File: config.mk
export PLATFORM = sky130hd
export DESIGN_NAME = mac_dot_seq_flat
export DESIGN_NICKNAME = d
export VERILOG_FILES = /design/src/rtl/mac_dot_seq_pkg.sv /design/src/rtl/mac_dot_seq_if.sv /design/src/rtl/mac_dot_seq_operand_buf.sv /design/src/rtl/mac_dot_seq.sv /design/src/flat_wrapper.sv
export SDC_FILE = /design/constraint.sdc
export NUM_CORES = 1
export LEC_CHECK = 0
export CAP_MARGIN = 10
export CORE_UTILIZATION = 37
export DETAILED_ROUTE_END_ITERATION = 8
export PLACE_DENSITY = 0.59
export SYNTH_ARGS = -nofsm -noshare
export SYNTH_HDL_FRONTEND = slang
export SYNTH_SLANG_ARGS = --single-unit
File: constraint.sdc
create_clock -name i_clk -period 9.1 [get_ports i_clk]
set_clock_uncertainty 0.05 [all_clocks]
set_input_delay 1.365 -clock i_clk [delete_from_list [all_inputs] [get_ports i_clk]]
set_output_delay 1.365 -clock i_clk [all_outputs]
set_load 0.1 [all_outputs]
File: src/rtl/mac_dot_seq_pkg.sv
// Shared types and constants for the mac operand sequencer.
// Holds the FSM encoding, default width, FP constants and a width helper.
package mac_dot_seq_pkg;

  localparam int          DW_DEF  = 32;
  localparam logic [31:0] FP_ZERO = 32'h0000_0000;
  localparam logic [31:0] FP_ONE  = 32'h3F80_0000;

  typedef enum logic [2:0] {
    ST_IDLE   = 3'd0,
    ST_LOAD   = 3'd1,
    ST_ISSUE  = 3'd2,
    ST_WAIT   = 3'd3,
    ST_RESULT = 3'd4
  } state_e;

  // Address/counter width for n entries, never below one bit.
  function automatic int addr_w(input int n);
    return (n > 1) ? $clog2(n) : 1;
  endfunction

endpackage

File: src/rtl/mac_dot_seq_if.sv
// Load, result and mac-side signals of the sequencer bundled in one interface.
// slave = sequencer view, master = producer/consumer/mac view.
interface mac_dot_seq_if #(
  parameter int DW = 32
);
  logic          load_valid;
  logic          load_ready;
  logic [DW-1:0] load_a;
  logic [DW-1:0] load_b;
  logic          load_last;
  logic [DW-1:0] bias;

  logic          mac_stb;
  logic          mac_add_b_stb;
  logic [DW-1:0] mac_in_mult;
  logic [DW-1:0] mac_coeff;
  logic [DW-1:0] mac_in_add;
  logic [DW-1:0] mac_out;

  logic          res_valid;
  logic          res_ready;
  logic [DW-1:0] res_data;
  logic          busy;

  modport slave (
    input  load_valid, load_a, load_b, load_last, bias, mac_out, res_ready,
    output load_ready, mac_stb, mac_add_b_stb, mac_in_mult, mac_coeff,
           mac_in_add, res_valid, res_data, busy
  );

  modport master (
    output load_valid, load_a, load_b, load_last, bias, mac_out, res_ready,
    input  load_ready, mac_stb, mac_add_b_stb, mac_in_mult, mac_coeff,
           mac_in_add, res_valid, res_data, busy
  );

endinterface

File: src/rtl/mac_dot_seq_operand_buf.sv
// DEPTH x {a,b} operand register file: one write port, one async read port.
module mac_operand_buf #(
  parameter int DW    = 32,
  parameter int DEPTH = 8,
  parameter int AW    = 3
) (
  input  logic            i_clk,
  input  logic            i_rst,
  input  logic            i_we,
  input  logic [AW-1:0]   i_waddr,
  input  logic [2*DW-1:0] i_wdata,
  input  logic [AW-1:0]   i_raddr,
  output logic [2*DW-1:0] o_rdata
);

  logic [2*DW-1:0] r_mem [DEPTH];

  for (genvar g = 0; g < DEPTH; g++) begin : g_ent
    always_ff @(posedge i_clk) begin
      if (!i_rst)                                r_mem[g] <= '0;
      else if (i_we && (i_waddr == AW'(g)))      r_mem[g] <= i_wdata;
    end
  end

  assign o_rdata = r_mem[i_raddr];

endmodule

File: src/rtl/mac_dot_seq.sv
// Operand-side sequencer for the FP mac: buffers one vector of (a,b) plus bias,
// feeds the mac one element at a time, chains mac_out back as in_add.
module mac_dot_seq
  import mac_dot_seq_pkg::*;
#(
  parameter int DATA_WIDTH  = DW_DEF,
  parameter int DEPTH       = 8,
  parameter int MAC_LATENCY = 12
) (
  input logic          i_clk,
  input logic          i_rst,
  mac_dot_seq_if.slave io_bus
);

  localparam int DW = DATA_WIDTH;
  localparam int CW = $clog2(DEPTH + 1);
  localparam int AW = addr_w(DEPTH);
  localparam int WW = addr_w(MAC_LATENCY);

  state_e          r_state, w_nxt;
  logic [CW-1:0]   r_count, r_index;
  logic [WW-1:0]   r_wait;
  logic [DW-1:0]   r_acc, r_in_mult, r_coeff, r_in_add;
  logic            r_load_ready;

  logic            w_beat, w_last_beat, w_wait_done, w_more;
  logic            w_stb, w_res_valid, w_busy;
  logic [2*DW-1:0] w_rdata;

  assign w_beat      = io_bus.load_valid & r_load_ready;
  // A full buffer forces the beat to be treated as the last one.
  assign w_last_beat = w_beat & (io_bus.load_last | (r_count == CW'(DEPTH - 1)));
  assign w_wait_done = (r_wait == WW'(MAC_LATENCY - 1));
  assign w_more      = (r_index + CW'(1)) < r_count;

  mac_operand_buf #(
    .DW    (DW),
    .DEPTH (DEPTH),
    .AW    (AW)
  ) u_buf (
    .i_clk   (i_clk),
    .i_rst   (i_rst),
    .i_we    (w_beat),
    .i_waddr (r_count[AW-1:0]),
    .i_wdata ({io_bus.load_a, io_bus.load_b}),
    .i_raddr (r_index[AW-1:0]),
    .o_rdata (w_rdata)
  );

  always_ff @(posedge i_clk) begin
    if (!i_rst) r_state <= ST_IDLE;
    else        r_state <= w_nxt;
  end

  always_comb begin
    w_nxt       = r_state;
    w_stb       = 1'b0;
    w_res_valid = 1'b0;
    w_busy      = 1'b1;
    unique case (r_state)
      ST_IDLE: begin
        w_busy = 1'b0;
        if (w_beat) w_nxt = w_last_beat ? ST_ISSUE : ST_LOAD;
      end
      ST_LOAD:   if (w_last_beat) w_nxt = ST_ISSUE;
      ST_ISSUE:  w_nxt = ST_WAIT;
      ST_WAIT: begin
        w_stb = 1'b1;
        if (w_wait_done) w_nxt = w_more ? ST_ISSUE : ST_RESULT;
      end
      ST_RESULT: begin
        w_res_valid = 1'b1;
        if (io_bus.res_ready) w_nxt = ST_IDLE;
      end
      default:   w_nxt = ST_IDLE;
    endcase
  end

  // load_ready is registered so it reads 0 in the cycle right after reset.
  always_ff @(posedge i_clk) begin
    if (!i_rst) begin
      r_load_ready <= 1'b0;
      r_count      <= '0;
      r_index      <= '0;
      r_wait       <= '0;
      r_acc        <= '0;
      r_in_mult    <= '0;
      r_coeff      <= '0;
      r_in_add     <= '0;
    end else begin
      r_load_ready <= (w_nxt == ST_IDLE) || (w_nxt == ST_LOAD);
      case (r_state)
        ST_IDLE, ST_LOAD: begin
          if (w_beat) begin
            r_count <= r_count + CW'(1);
            if (r_state == ST_IDLE) r_acc <= io_bus.bias;
            if (w_last_beat)        r_index <= '0;
          end
        end
        ST_ISSUE: begin
          r_in_mult <= w_rdata[2*DW-1:DW];
          r_coeff   <= w_rdata[DW-1:0];
          r_in_add  <= r_acc;
          r_wait    <= '0;
        end
        ST_WAIT: begin
          r_wait <= r_wait + WW'(1);
          if (w_wait_done) begin
            r_acc   <= io_bus.mac_out;
            r_index <= r_index + CW'(1);
          end
        end
        ST_RESULT: if (io_bus.res_ready) r_count <= '0;
        default: ;
      endcase
    end
  end

  assign io_bus.load_ready    = r_load_ready;
  assign io_bus.mac_stb       = w_stb;
  assign io_bus.mac_add_b_stb = w_stb;
  assign io_bus.mac_in_mult   = r_in_mult;
  assign io_bus.mac_coeff     = r_coeff;
  assign io_bus.mac_in_add    = r_in_add;
  assign io_bus.res_valid     = w_res_valid;
  assign io_bus.res_data      = r_acc;
  assign io_bus.busy          = w_busy;

endmodule
File: src/flat_wrapper.sv
// flat-port wrapper written by rule: the top's interface ports become plain ports
module mac_dot_seq_flat import mac_dot_seq_pkg::*;
#(
  parameter int DATA_WIDTH  = DW_DEF,
  parameter int DEPTH       = 8,
  parameter int MAC_LATENCY = 12
)
  (i_clk, i_rst, io_bus_load_valid, io_bus_load_a, io_bus_load_b, io_bus_load_last, io_bus_bias, io_bus_mac_out, io_bus_res_ready, io_bus_load_ready, io_bus_mac_stb, io_bus_mac_add_b_stb, io_bus_mac_in_mult, io_bus_mac_coeff, io_bus_mac_in_add, io_bus_res_valid, io_bus_res_data, io_bus_busy);
  mac_dot_seq_if io_bus_i ();
  input logic i_clk;
  input logic i_rst;
  input wire logic [$bits(io_bus_i.load_valid)-1:0] io_bus_load_valid;
  input wire logic [$bits(io_bus_i.load_a)-1:0] io_bus_load_a;
  input wire logic [$bits(io_bus_i.load_b)-1:0] io_bus_load_b;
  input wire logic [$bits(io_bus_i.load_last)-1:0] io_bus_load_last;
  input wire logic [$bits(io_bus_i.bias)-1:0] io_bus_bias;
  input wire logic [$bits(io_bus_i.mac_out)-1:0] io_bus_mac_out;
  input wire logic [$bits(io_bus_i.res_ready)-1:0] io_bus_res_ready;
  output wire logic [$bits(io_bus_i.load_ready)-1:0] io_bus_load_ready;
  output wire logic [$bits(io_bus_i.mac_stb)-1:0] io_bus_mac_stb;
  output wire logic [$bits(io_bus_i.mac_add_b_stb)-1:0] io_bus_mac_add_b_stb;
  output wire logic [$bits(io_bus_i.mac_in_mult)-1:0] io_bus_mac_in_mult;
  output wire logic [$bits(io_bus_i.mac_coeff)-1:0] io_bus_mac_coeff;
  output wire logic [$bits(io_bus_i.mac_in_add)-1:0] io_bus_mac_in_add;
  output wire logic [$bits(io_bus_i.res_valid)-1:0] io_bus_res_valid;
  output wire logic [$bits(io_bus_i.res_data)-1:0] io_bus_res_data;
  output wire logic [$bits(io_bus_i.busy)-1:0] io_bus_busy;
  assign io_bus_i.load_valid = io_bus_load_valid;
  assign io_bus_i.load_a = io_bus_load_a;
  assign io_bus_i.load_b = io_bus_load_b;
  assign io_bus_i.load_last = io_bus_load_last;
  assign io_bus_i.bias = io_bus_bias;
  assign io_bus_i.mac_out = io_bus_mac_out;
  assign io_bus_i.res_ready = io_bus_res_ready;
  assign io_bus_load_ready = io_bus_i.load_ready;
  assign io_bus_mac_stb = io_bus_i.mac_stb;
  assign io_bus_mac_add_b_stb = io_bus_i.mac_add_b_stb;
  assign io_bus_mac_in_mult = io_bus_i.mac_in_mult;
  assign io_bus_mac_coeff = io_bus_i.mac_coeff;
  assign io_bus_mac_in_add = io_bus_i.mac_in_add;
  assign io_bus_res_valid = io_bus_i.res_valid;
  assign io_bus_res_data = io_bus_i.res_data;
  assign io_bus_busy = io_bus_i.busy;
  mac_dot_seq #(.DATA_WIDTH(DATA_WIDTH), .DEPTH(DEPTH), .MAC_LATENCY(MAC_LATENCY)) u_core (.i_clk(i_clk), .i_rst(i_rst), .io_bus(io_bus_i));
endmodule
==> results.yml <==
route:
  ant_nets: 0
  wl_per_cell_um: 22.8
  via_count: 16864
  first_pass_iters: 5
  drc: 0
  wl_um: 73800
  detail_route.iter0.violations: 1303
  vias_per_cell: 5.22
run_status:
  status: "complete, no violations"
final_layout:
  drive_above_1_share: 0.141
  nets: 2340
  area_growth_pct: 21.9
timing:
  hold_violations: 0
  rsz0062_at_grt: "no"
  period_minus_slack_ps: 4270
  slew_headroom: 0.224
  timing.final.crit_share: 0.469
  worstMarginPinSlew_ps: 1160
  drv_slew: 0
  fin_tns_setup_ps: 0
  worst_slack_ps: 4830
  max_freq_mhz: 234
  setup_violations: 0
critical_path:
  reg2regPathDepth: 5
  start_kind: "flip-flop"
  r2r_end: "u_core.io_bus.mac_in_mult[0]"
  crit_fanout: 14
  arrival_ps: 2860
  crit_slowest_cell: "clkdlybuf4s50_1"
  cp-startpoint: "u_core.r_state[0]"
  cp_cell_sequence: "nand3b_1, clkinv_1, clkdlybuf4s50_1"
  r2r_slack_ps: 5710
  critPathMaxStageDelay_ps: 1200
  path_class: "reg2out"
  reg2reg_from: "u_core.r_state[1]"
  cp.required_ps: 7690
  crit_end: "io_bus_mac_add_b_stb"
  cp-end-kind: "primary output"
yosys:
  synth.most_common_cell: "and2_1"
  syn_inst: 1974
  synthTopCellsByCount: "and2_1, edfxtp_1, dfxtp_1"
  syn_avg_cell_area_um2: 14.1
  yosysTopAreaCellShare: 0.550
  synthFlopType: "edfxtp_1"
  synth-seq-cells: 656
  async_flop_share: 0
  synth_nets: 2118
  yosys-top-cells-area: "edfxtp_1, and2_1, dfxtp_1"
  yosysUniqueCellTypes: 47
  synth_area_leader_cell: "edfxtp_1"
  synth_edf_count: 512
  yosysWarnings: 0
  synth-seq-area-share: 0.654
  synth_area_mm2: 0.0279
global_route:
  grt_usage: 0.193
  grt.overflow.total: 0
  grt_max_degree: 97
  grt_pass1_vias: 17804
  antenna_found_initial: 10
  grt_pass1_wl_um: 112000
placed_design:
  place_hpwl_um: 39600
  pre_cts_slack_ps: 4780
  io_buffers: 265
  gp_routability_congestion: 0.809
clock_tree:
  clk_latency_ps: 620
  cts_tree: "yes"
  cts_max_path_buffers: 3
  cts_htree_levels: 3
  cts-root-buf: "clkbuf_16"
  cts_made_buffers: 73
  cts_resized: 0
  postCtsSetupRepairBufs: 0
  hold_buffers: 0
  path_clk_slew_ps: 60
  clkSinkCount: 656
die:
  die_h_um: 277
  die_w_um: 277
  fp-row-count: 100
  ios: 266
  initial_core_util: 0.375
  dieArea_mm2: 0.0766
  fp.coreArea_mm2: 0.0746
run:
  maxCapViolCount: 0
power_and_ir_drop:
  powerDensity_mw_per_mm2: 209
  vdd_drop_max_uv: 148
  p_leak_uw: 0.0120
hold_path:
  hp-class: "reg2reg"
worst max-delay path: cells and delay by family (launching register included):
family / cells / cell delay (ps)
flip-flops: 1 / 600
buffers and inverters: 2 / 1480
AND/OR/NAND/NOR: 1 / 160
how the worst min path moves through the flow:
stage	from	endpoint	slack [ps]	cells past startpoint
2_1_floorplan	u_core.r_wait[1]	u_core.r_wait[1]	400	2
3_3_place_gp	u_core.io_bus.mac_in_add[31]	u_core.io_bus.mac_in_add[31]	390	2
3_5_place_dp	u_core.io_bus.mac_in_add[21]	u_core.io_bus.mac_in_add[21]	400	2
4_1_cts	u_core.io_bus.mac_in_add[21]	u_core.io_bus.mac_in_add[21]	410	2
5_1_grt	u_core.io_bus.mac_in_add[18]	u_core.io_bus.mac_in_add[18]	430	2
6_report	u_core.io_bus.mac_in_add[1]	u_core.io_bus.mac_in_add[1]	400	2
logic make-up after synthesis:
logic type | after synthesis | share of synthesized area
adder cells (fa/ha/maj) | 11 | 0.00493
AND/OR/NAND/NOR | 804 | 0.158
multiplexers | 130 | 0.104
buffers and inverters | 147 | 0.0235
XOR/XNOR | 3 | 0.000941
AO/OA/AOI/OAI | 223 | 0.0552
flip-flops | 656 | 0.654
layout by cell type, fill, tap and decap left out, types with 64 or more instances in the layout:
cell type	n
mux4_2	128
clkbuf_16	75
dfxtp_1	142
nor2_1	107
and2_1	513
nand2_1	139
o22ai_1	64
o21ai_0	68
edfxtp_1	512
clkdlybuf4s50_1	264
power by group:
part	total, uW	internal (uW)	leakage [uW]	switching [uW]
logic	632	182	0.00432	450
registers	3400	3350	0.00648	46.9
clock network	3090	1870	0.00123	1210
total	7120	5410	0.0120	1710
flip-flops by register name, indices dropped and copies added, names as in the netlist:
register,count
u_core.io_bus.mac_in_add,32
u_core.r_count,4
u_core.r_index,4
u_core.io_bus.mac_coeff,32
u_core.io_bus.res_data,32
u_core.r_state,3
u_core.r_wait,4
u_core.io_bus.mac_in_mult,32
u_core.u_buf.r_mem,512
u_core.io_bus.load_ready,1
metrics by stage:
stage	total power (uW)	cell area, um^2	hold WS, ps	std cells	util
floorplan	3860	27900	399	1974	-
global placement	4090	31500	393	3090	0.423
detailed placement	4100	31500	397	3090	0.423
CTS	7200	34000	405	3225	0.456
global route	7350	34000	428	3227	0.456
finish	7120	34000	403	3230	0.456
layout make-up:
type / instances / area [um^2]
Fill cell: 6624 / 40500
Sequential cell: 656 / 18300
Inverter: 6 / 22.5
Clock inverter: 34 / 463
Clock buffer: 101 / 2050
Multi-Input combinational cell: 1171 / 9170
Timing Repair Buffer: 288 / 2840
Antenna cell: 5 / 12.5
Tap cell: 969 / 1210
per-layer routing:
metal | global-route usage | share of wire | vias to the layer above
met1 | 0.242 | 0.42 | 8559
met4 | 0.0567 | 0.021 | 8
met3 | 0.0419 | 0.063 | 102
li1 | - | - | 7662
met5 | 0 | 0.00068 | -
met2 | 0.335 | 0.50 | 533
Note: power is estimated with default switching activity, not from simulation.
